File: config.mk
export PLATFORM = sky130hd
export DESIGN_NAME = mem_access_unit
export DESIGN_NICKNAME = d
export VERILOG_FILES = /design/src/rtl/mem_access_unit.sv
export SDC_FILE = /design/constraint.sdc
export NUM_CORES = 1
export LEC_CHECK = 0
export CAP_MARGIN = 15
export CORE_MARGIN = 5
export CORE_UTILIZATION = 50
export CTS_CLUSTER_SIZE = 20
export DETAILED_ROUTE_END_ITERATION = 6
export GPL_TIMING_DRIVEN = 0
export MAX_ROUTING_LAYER = met4
export PLACE_DENSITY = 0.81
export SKIP_CTS_REPAIR_TIMING = 1
export SLEW_MARGIN = 20
export SYNTH_ARGS = -nofsm -noshare
export SYNTH_HDL_FRONTEND = slang
export SYNTH_SLANG_ARGS = --single-unit
File: constraint.sdc
create_clock -name clk_i -period 5.5 [get_ports clk_i]
set_input_delay 1.375 -clock clk_i [delete_from_list [all_inputs] [get_ports clk_i]]
set_output_delay 1.375 -clock clk_i [all_outputs]
set_load 0.01 [all_outputs]
File: src/rtl/mem_access_unit.sv
`timescale 1ns/1ps
// -----------------------------------------------------------------------------
// mem_access_unit
//
// Load/store front end for a single-port, write-first data RAM with a
// registered read address and no byte enables. It takes one CPU request at a
// time, turns the byte address into a word address, performs byte/half/word
// loads with sign or zero extension, and performs sub-word stores as a
// read-modify-write of the whole RAM word. Each accepted request produces
// exactly one single-cycle response pulse. Misaligned or illegal-size requests
// produce an error response and never touch the RAM.
//
// Ports
//   clk_i          clock, all state on the rising edge
//   reset_i        asynchronous, active-high reset
//   req_valid_i    request present
//   req_ready_o    unit can accept (high only in IDLE)
//   req_we_i       1 = store, 0 = load
//   req_size_i     00 byte, 01 half, 10 word, 11 illegal
//   req_signed_i   loads: 1 sign-extend, 0 zero-extend
//   req_addr_i     byte address (ADDR_WIDTH+2 bits)
//   req_wdata_i    store data, right-justified for sub-word stores
//   resp_valid_o   one-cycle response pulse (registered)
//   resp_rdata_o   load result, 0 for stores and errors (registered)
//   resp_error_o   qualifies resp_valid_o: misaligned / illegal size
//   ram_addr_o     RAM word address (registered)
//   ram_data_o     RAM write data
//   ram_we_o       RAM write enable, decoded from state
//   ram_q_i        RAM read data, valid the cycle after ram_addr_o is sampled
// -----------------------------------------------------------------------------
module mem_access_unit #(
  parameter int DATA_WIDTH = 32,
  parameter int ADDR_WIDTH = 9
) (
  input  logic                  clk_i,
  input  logic                  reset_i,
  input  logic                  req_valid_i,
  output logic                  req_ready_o,
  input  logic                  req_we_i,
  input  logic [1:0]            req_size_i,
  input  logic                  req_signed_i,
  input  logic [ADDR_WIDTH+1:0] req_addr_i,
  input  logic [DATA_WIDTH-1:0] req_wdata_i,
  output logic                  resp_valid_o,
  output logic [DATA_WIDTH-1:0] resp_rdata_o,
  output logic                  resp_error_o,
  output logic [ADDR_WIDTH-1:0] ram_addr_o,
  output logic [DATA_WIDTH-1:0] ram_data_o,
  output logic                  ram_we_o,
  input  logic [DATA_WIDTH-1:0] ram_q_i
);

  localparam logic [2:0] S_IDLE  = 3'd0;
  localparam logic [2:0] S_RD    = 3'd1;
  localparam logic [2:0] S_CAP   = 3'd2;
  localparam logic [2:0] S_MERGE = 3'd3;
  localparam logic [2:0] S_WR    = 3'd4;

  localparam logic [1:0] SZ_BYTE = 2'b00;
  localparam logic [1:0] SZ_HALF = 2'b01;
  localparam logic [1:0] SZ_WORD = 2'b10;

  logic [2:0]            state_q, state_d;

  // request fields captured at the accepting edge
  logic                  we_q;
  logic [1:0]            size_q;
  logic                  signed_q;
  logic [1:0]            lane_q;
  logic [DATA_WIDTH-1:0] wdata_q;

  logic                  resp_valid_q;
  logic [DATA_WIDTH-1:0] resp_rdata_q;
  logic                  resp_error_q;
  logic [ADDR_WIDTH-1:0] ram_addr_q;
  logic [DATA_WIDTH-1:0] ram_data_q;

  logic                  accept;
  logic                  misaligned;
  logic [4:0]            byte_sh;
  logic [4:0]            half_sh;
  logic [7:0]            byte_v;
  logic [15:0]           half_v;
  logic [DATA_WIDTH-1:0] load_val;
  logic [DATA_WIDTH-1:0] merged;

  assign accept = req_valid_i & (state_q == S_IDLE);

  assign misaligned = (req_size_i == 2'b11) ||
                      ((req_size_i == SZ_HALF) && req_addr_i[0]) ||
                      ((req_size_i == SZ_WORD) && (req_addr_i[1:0] != 2'b00));

  // little-endian lane offsets: byte lane n at bits 8n, half lane at 16*addr[1]
  assign byte_sh = {lane_q, 3'b000};
  assign half_sh = {lane_q[1], 4'b0000};
  assign byte_v  = ram_q_i[byte_sh +: 8];
  assign half_v  = ram_q_i[half_sh +: 16];

  always_comb begin
    load_val = ram_q_i;
    case (size_q)
      SZ_BYTE: load_val = signed_q ? {{24{byte_v[7]}}, byte_v} : {24'h0, byte_v};
      SZ_HALF: load_val = signed_q ? {{16{half_v[15]}}, half_v} : {16'h0, half_v};
      default: load_val = ram_q_i;
    endcase
  end

  // sub-word store: keep the lanes just read, replace only the addressed one
  always_comb begin
    merged = ram_q_i;
    case (size_q)
      SZ_BYTE: merged[byte_sh +: 8]  = wdata_q[7:0];
      SZ_HALF: merged[half_sh +: 16] = wdata_q[15:0];
      default: merged = wdata_q;
    endcase
  end

  always_comb begin
    state_d = state_q;
    case (state_q)
      S_IDLE: begin
        if (accept && !misaligned)
          state_d = (req_we_i && (req_size_i == SZ_WORD)) ? S_WR : S_RD;
      end
      S_RD:    state_d = we_q ? S_MERGE : S_CAP;
      S_CAP:   state_d = S_IDLE;
      S_MERGE: state_d = S_IDLE;
      S_WR:    state_d = S_IDLE;
      default: state_d = S_IDLE;
    endcase
  end

  always_ff @(posedge clk_i or posedge reset_i) begin
    if (reset_i) begin
      state_q      <= S_IDLE;
      we_q         <= 1'b0;
      size_q       <= 2'b00;
      signed_q     <= 1'b0;
      lane_q       <= 2'b00;
      wdata_q      <= '0;
      resp_valid_q <= 1'b0;
      resp_rdata_q <= '0;
      resp_error_q <= 1'b0;
      ram_addr_q   <= '0;
      ram_data_q   <= '0;
    end else begin
      state_q      <= state_d;
      // response is a pulse: default low, raised only in completing states
      resp_valid_q <= 1'b0;
      resp_error_q <= 1'b0;
      case (state_q)
        S_IDLE: begin
          if (accept) begin
            we_q     <= req_we_i;
            size_q   <= req_size_i;
            signed_q <= req_signed_i;
            lane_q   <= req_addr_i[1:0];
            wdata_q  <= req_wdata_i;
            if (misaligned) begin
              resp_valid_q <= 1'b1;
              resp_error_q <= 1'b1;
              resp_rdata_q <= '0;
            end else begin
              ram_addr_q <= req_addr_i[ADDR_WIDTH+1:2];
              if (req_we_i && (req_size_i == SZ_WORD))
                ram_data_q <= req_wdata_i;
            end
          end
        end
        S_CAP: begin
          resp_valid_q <= 1'b1;
          resp_rdata_q <= load_val;
        end
        S_MERGE: begin
          // keep the merged word on ram_data_o after the write completes
          ram_data_q   <= merged;
          resp_valid_q <= 1'b1;
          resp_rdata_q <= '0;
        end
        S_WR: begin
          resp_valid_q <= 1'b1;
          resp_rdata_q <= '0;
        end
        default: ;
      endcase
    end
  end

  assign req_ready_o  = (state_q == S_IDLE);
  assign resp_valid_o = resp_valid_q;
  assign resp_rdata_o = resp_rdata_q;
  assign resp_error_o = resp_error_q;
  assign ram_addr_o   = ram_addr_q;
  // write enable decoded from state so an async reset kills a pending write
  assign ram_we_o     = (state_q == S_MERGE) || (state_q == S_WR);
  // in MERGE the write word comes straight from the RAM read data
  assign ram_data_o   = (state_q == S_MERGE) ? merged : ram_data_q;

endmodule
==> impl_metrics.csv, run 1 <==
group,metric,value,unit
outcome,status,"finished clean",
setup_path,end_kind,"primary output",
cells_and_area,drive_gt1_frac,0.143,
detailed_routing,route.met3.wl,1830,microns
synthesis,syn_area,6250,sq um
detailed_routing,dr_wl_met2,10300,microns
synthesis,yosysUniqueCellTypes,45,
timing,rsz0062_at_grt,"false",
power,p_leak,3.65,nW
clock_network,root_buffer,"clkbuf_16",
clock_network,numCtsBuffers,17,
hold_path,hold_path_class,"flop to flop",
synthesis,netlist_top_cells_count,"121 x nor2_1, 116 x dfrtp_1, 63 x nand2_1",
synthesis,post-synth-top-count-cell,"nor2_1",
clock_network,clkSlewWorstSetupHoldPaths,50,ps
detailed_routing,drc,0,
synthesis,syn_inst,621,
setup_path,critical_path_class,"input port to primary output",
detailed_routing,drtAntennaViolNets,0,
synthesis,synth_warnings,0,
grt,grt_pass1_vias,6022,
timing,fin_crit,4790,ps
clock_network,clkLatencyLatePin,420,ps
synthesis,synth_seq_area_share,0.464,
timing,relSlewSlack,0.372,
grt,antenna_found_initial,0,
die,dieHeight,122,microns
cells_and_area,fin_area,8640,sq um
detailed_routing,vias_per_cell,6.17,
timing,tightest_slew,936,ps
place,dp_slack,754,ps
cells_and_area,fillers,923,
detailed_routing,vias,6048,
cells_and_area,syn2layout_area_growth,38.2,%
timing,hold_viol_final,0,
synthesis,synth_top_area_frac,0.464,
synthesis,synth-main-ff-cell,"dfrtp_1",
synthesis,synth_nets,708,
die,dieArea,14800,sq um
detailed_routing,wl,21800,microns
clock_network,cts.htree.levels,4,
grt,globalRouteTotalUtil,0.304,
synthesis,synth-seq-cells,116,
timing,fmax,0.209,GHz
place,gp_congestion,0.893,
cells_and_area,finish.utilization,0.713,
cells_and_area,n_antenna_cell,0,
setup_path,crit_fanout,5,
detailed_routing,met1_length,8900,microns
setup_path,worstPathArrival,3420,ps
timing,skew,7.15,ps
timing,fin_crit_sh,0.871,
flow_run,maxCapViolCount,0,
place,placed_cell_area,8070,sq um
die,io_pins,159,
setup_path,startpoint_type,"input port",
power,powerDensity,600,nW/um^2
detailed_routing,wl_per_cell,22.2,microns
timing,finalSetupViolCount,0,
synthesis,synth_area_per_cell,10.1,sq um
clock_network,clockBufferDepth,2,
clock_network,cts_sinks,116,
place,port_buffers,158,
die,start_util,0.516,
grt,grt_max_degree,65,
detailed_routing,top_layer,"met4",
die,die_w,122,microns
grt,grt_overflow,0,
synthesis,synth_edf_count,0,
synthesis,yosysTopAreaCell,"dfrtp_1",
detailed_routing,drt_first_pass_iters,6,
synthesis,synth_area_leaders,"dfrtp_1 46%, mux2_2 7.6%, nor2_1 7.3%, a221o_1 6.4%, o31ai_1 3.8%",
place,hpwl,16100,microns
timing,slew_violations,0,
die,core_area,12100,sq um
setup_path,cp_data_required_time,4120,ps
die,row_count,40,
grt,grt_pass1_wl,33500,microns
cells_and_area,final_nets,886,
synthesis,synth_async_sr_flop_share,1.00,
detailed_routing,drtIter0Drc,553,
clock_network,cts_tree,"yes",
power,vdd_ir_drop_max,0.339,mV
timing,fin_ws,707,ps
[per-stage QoR]
step / total power, mW / std cells / hold slack [ps] / TNS (ps)
floorplan: 2.97 / 621 / 449 / 0
global placement: 4.00 / 947 / 461 / -49920
detailed placement: 4.09 / 948 / 464 / 0
CTS: 5.17 / 980 / 477 / 0
global route: 5.45 / 980 / 494 / 0
finish: 5.19 / 980 / 471 / 0
[state kept, by name, summed over array words and instances (netlist names)]
| register | flops |
|---|---|
| resp_valid_o | 1 |
| size_q | 2 |
| resp_rdata_o | 32 |
| resp_error_o | 1 |
| wdata_q | 32 |
| ram_addr_o | 9 |
| signed_q | 1 |
| ram_data_q | 32 |
| state_q | 3 |
| lane_q | 2 |
| we_q | 1 |
[metal layers]
layer	vias up	track usage
met2	336	0.474
li1	2666	-
met3	64	0.0799
met4	0	0.104
met5	-	-
met1	2982	0.387
[path summary, 6_finish.rpt]
kind	from	end	slack, ps	cells after the start
setup / recovery	ram_q_i[22]	ram_data_o[22]	710	5
hold / removal	resp_rdata_o[0]$_DFFE_PP0P_	resp_rdata_o[0]$_DFFE_PP0P_	470	2
setup reg to reg	lane_q[1]$_DFFE_PP0P_	ram_data_q[22]$_DFFE_PP0P_	2870	8
hold reg to reg	resp_rdata_o[0]$_DFFE_PP0P_	resp_rdata_o[0]$_DFFE_PP0P_	470	2
max in group asynchronous	reset_i	resp_rdata_o[10]$_DFFE_PP0P_	3460	3
min in group asynchronous	reset_i	ram_data_q[20]$_DFFE_PP0P_	1360	2
[layout by cell type, fill, tap and decap left out, types with 3 or more instances in the layout]
cell	Yosys	routed
nor2_1	121	121
ha_1	5	5
nand2_1	63	63
mux2i_1	17	17
o21ai_1	4	4
clkbuf_16	0	17
buf_1	4	4
a22o_1	7	7
clkdlybuf4s50_1	0	158
a21oi_1	12	12
a211oi_1	16	16
dfrtp_1	116	116
o31ai_1	32	32
o21ai_0	20	20
a221o_1	40	40
inv_6	0	3
mux4_2	8	8
o22ai_1	8	8
inv_1	16	15
nor3b_2	3	3
mux2_2	42	42
clkbuf_1	20	21
a221oi_1	23	23
clkinv_2	0	5
buf_2	16	16
[kinds of logic (layout without fill, tap and decap cells)]
family,Yosys count,after routing,share of synthesized area
buf+inv,60,251,0.0428
compound gates,171,171,0.215
flops,116,116,0.464
simple gates,202,202,0.136
mux,67,67,0.132
fa+ha+maj,5,5,0.0100
[where the power goes]
part / leakage [nW] / switching [mW] / internal, mW / total [mW]
registers: 1.45 / 0.311 / 1.25 / 1.56
clock network: 0.276 / 0.410 / 0.643 / 1.05
logic: 1.93 / 1.34 / 1.23 / 2.57
total: 3.65 / 2.06 / 3.12 / 5.19
[critical path, stage by stage]
cell	delay, ps
clkdlybuf4s50_1	620
a221o_1	380
a211oi_1	420
nor2_1	110
clkdlybuf4s50_1	510
[final cells by class]
cell class	count	area, sq um	area share
multi-input cells	445	3080	0.357
inverters	16	65.1	0.00753
plain buffers	44	208	0.0241
clock buffers	20	457	0.0529
flip-flops and latches	116	2900	0.336
well taps	168	210	0.0243
repair buffers	159	1610	0.186
clock inverters	12	105	0.0122
Note: power is estimated with default switching activity, not from simulation.
==> run 2: changes to the inputs <==
--- a/config.mk
+++ b/config.mk
@@ -6,7 +6,7 @@
 export NUM_CORES = 1
 export LEC_CHECK = 0
 export CAP_MARGIN = 15
-export CORE_MARGIN = 5
+export CORE_MARGIN = 2
 export CORE_UTILIZATION = 50
 export CTS_CLUSTER_SIZE = 20
 export DETAILED_ROUTE_END_ITERATION = 6
==> run 2 against run 1 <==
  * Register-to-register slack got worse by 140 ps
  * Combinational power barely moved
  * Largest power group unchanged
  * Core utilization up 0.33 points
  * Flip-flop and latch count unchanged
  * Wire length is 2.0% lower
  * Via count increased by 0.17%
  * Count of clock-buffer cells in the layout fell by 1
  * Maximum frequency is 1.9% lower
  * Non-clock buffer count did not move
  * Cell area grew 0.46%
  * Power increased by 1.0%
==> impl_metrics.csv, run 2 (synthesized netlist as in run 1, its figures left out) <==
group,metric,value,unit
outcome,status,"finished clean",
grt,grt_max_degree,64,
timing,rsz0062_at_grt,"false",
clock_network,root_buffer,"clkbuf_16",
hold_path,hold_path_class,"flop to flop",
clock_network,numCtsBuffers,17,
clock_network,cts_tree,"yes",
setup_path,critical_path_class,"flop to primary output",
die,core_area,12100,sq um
grt,grt_overflow,0,
die,row_count,40,
timing,skew,5.28,ps
grt,antenna_found_initial,0,
timing,finalSetupViolCount,0,
cells_and_area,drive_gt1_frac,0.143,
grt,globalRouteTotalUtil,0.337,
setup_path,cp_data_required_time,4120,ps
timing,fin_crit_sh,0.889,
setup_path,startpoint_type,"flop",
cells_and_area,syn2layout_area_growth,38.8,%
cells_and_area,instances_no_fill,980,
place,port_buffers,158,
die,io_pins,159,
detailed_routing,drtIter0Drc,619,
detailed_routing,wl,21300,microns
power,power,5.24,mW
detailed_routing,drc,0,
cells_and_area,final_nets,886,
die,dieHeight,116,microns
place,dp_cells,948,
setup_path,worstPathArrival,3510,ps
cells_and_area,n_antenna_cell,0,
grt,grt_pass1_vias,6029,
timing,fmax,0.205,GHz
grt,grt_pass1_wl,33000,microns
power,powerDensity,604,nW/um^2
die,start_util,0.516,
timing,relSlewSlack,0.402,
cells_and_area,final_cell_mix,"158 x clkdlybuf4s50_1, 121 x nor2_1, 116 x dfrtp_1",
detailed_routing,wl_per_cell,21.8,microns
detailed_routing,drtAntennaViolNets,0,
power,vdd_ir_drop_max,0.324,mV
flow_run,maxCapViolCount,0,
clock_network,clockBufferDepth,2,
setup_path,end_kind,"primary output",
clock_network,clkSlewWorstSetupHoldPaths,50,ps
die,dieArea,13400,sq um
clock_network,cts_sinks,116,
setup_path,crit_fanout,12,
timing,hold_viol_final,0,
detailed_routing,vias_per_cell,6.18,
detailed_routing,vias,6058,
timing,slew_violations,0,
clock_network,cts.htree.levels,4,
clock_network,clkLatencyLatePin,420,ps
timing,tightest_slew,890,ps
power,p_leak,3.67,nW
die,die_w,116,microns
timing,fin_crit,4890,ps
place,gp_congestion,0.913,
cells_and_area,layout_commonest_cell,"clkdlybuf4s50_1",
detailed_routing,drt_first_pass_iters,5,
place,hpwl,15700,microns
[run 2: power by group]
part           total, mW  switching [mW]  internal [mW]
Sequential          1.56           0.308           1.25
Clock               1.13           0.405          0.721
Combinational       2.55            1.33           1.23
[run 2: layout make-up]
| cell class | instances | area (sq um) |
|---|---|---|
| clock inverter | 13 | 159 |
| buffer | 44 | 208 |
| sequential | 116 | 2900 |
| timing repair buffer | 159 | 1610 |
| inverter | 16 | 65.1 |
| tap | 168 | 210 |
| fill | 907 | 3440 |
| clock buffer | 19 | 443 |
| multi-input combinational | 445 | 3080 |
[run 2: routing by layer]
metal  up-vias  global-route usage  wire, microns
li1       2665                   -              -
met1      2962               0.449           8900
met2       363               0.507           9960
met3        68              0.0669           1710
met4         0               0.138            764
met5         -                   -              0
[run 2: worst paths after layout]
| check | from | to | slack [ps] | cells after the start |
|---|---|---|---|---|
| worst min register to register | resp_rdata_o[4]$_DFFE_PP0P_ | resp_rdata_o[4]$_DFFE_PP0P_ | 480 | 2 |
| worst max-delay path | lane_q[1]$_DFFE_PP0P_ | ram_data_o[20] | 610 | 9 |
| worst min-delay path | resp_rdata_o[4]$_DFFE_PP0P_ | resp_rdata_o[4]$_DFFE_PP0P_ | 480 | 2 |
| min in group asynchronous | reset_i | ram_data_q[20]$_DFFE_PP0P_ | 1370 | 2 |
| worst max register to register | lane_q[1]$_DFFE_PP0P_ | ram_data_q[20]$_DFFE_PP0P_ | 2730 | 8 |
| max in group asynchronous | reset_i | resp_rdata_o[29]$_DFFE_PP0P_ | 3450 | 3 |
[run 2: critical path, stage by stage (launching register included)]
cell	delay, ps
dfrtp_1	410
buf_6	160
inv_1	80
clkbuf_1	460
ha_1	400
and4_1	200
buf_1	210
a211oi_1	580
nor2_1	100
clkdlybuf4s50_1	500
[run 2: through the flow]
| step | hold slack, ps | setup TNS, ps | utilization | area [sq um] | setup WS, ps |
|---|---|---|---|---|---|
| final | 479 | 0 | 0.716 | 8680 | 612 |
| after global routing | 494 | 0 | 0.716 | 8680 | 453 |
| after CTS | 479 | 0 | 0.716 | 8680 | 707 |
| after detailed placement | 466 | 0 | 0.667 | 8070 | 728 |
| after global placement | 459 | -44180 | 0.664 | 8040 | -387 |
| after floorplan | 449 | 0 | - | 6250 | 1050 |
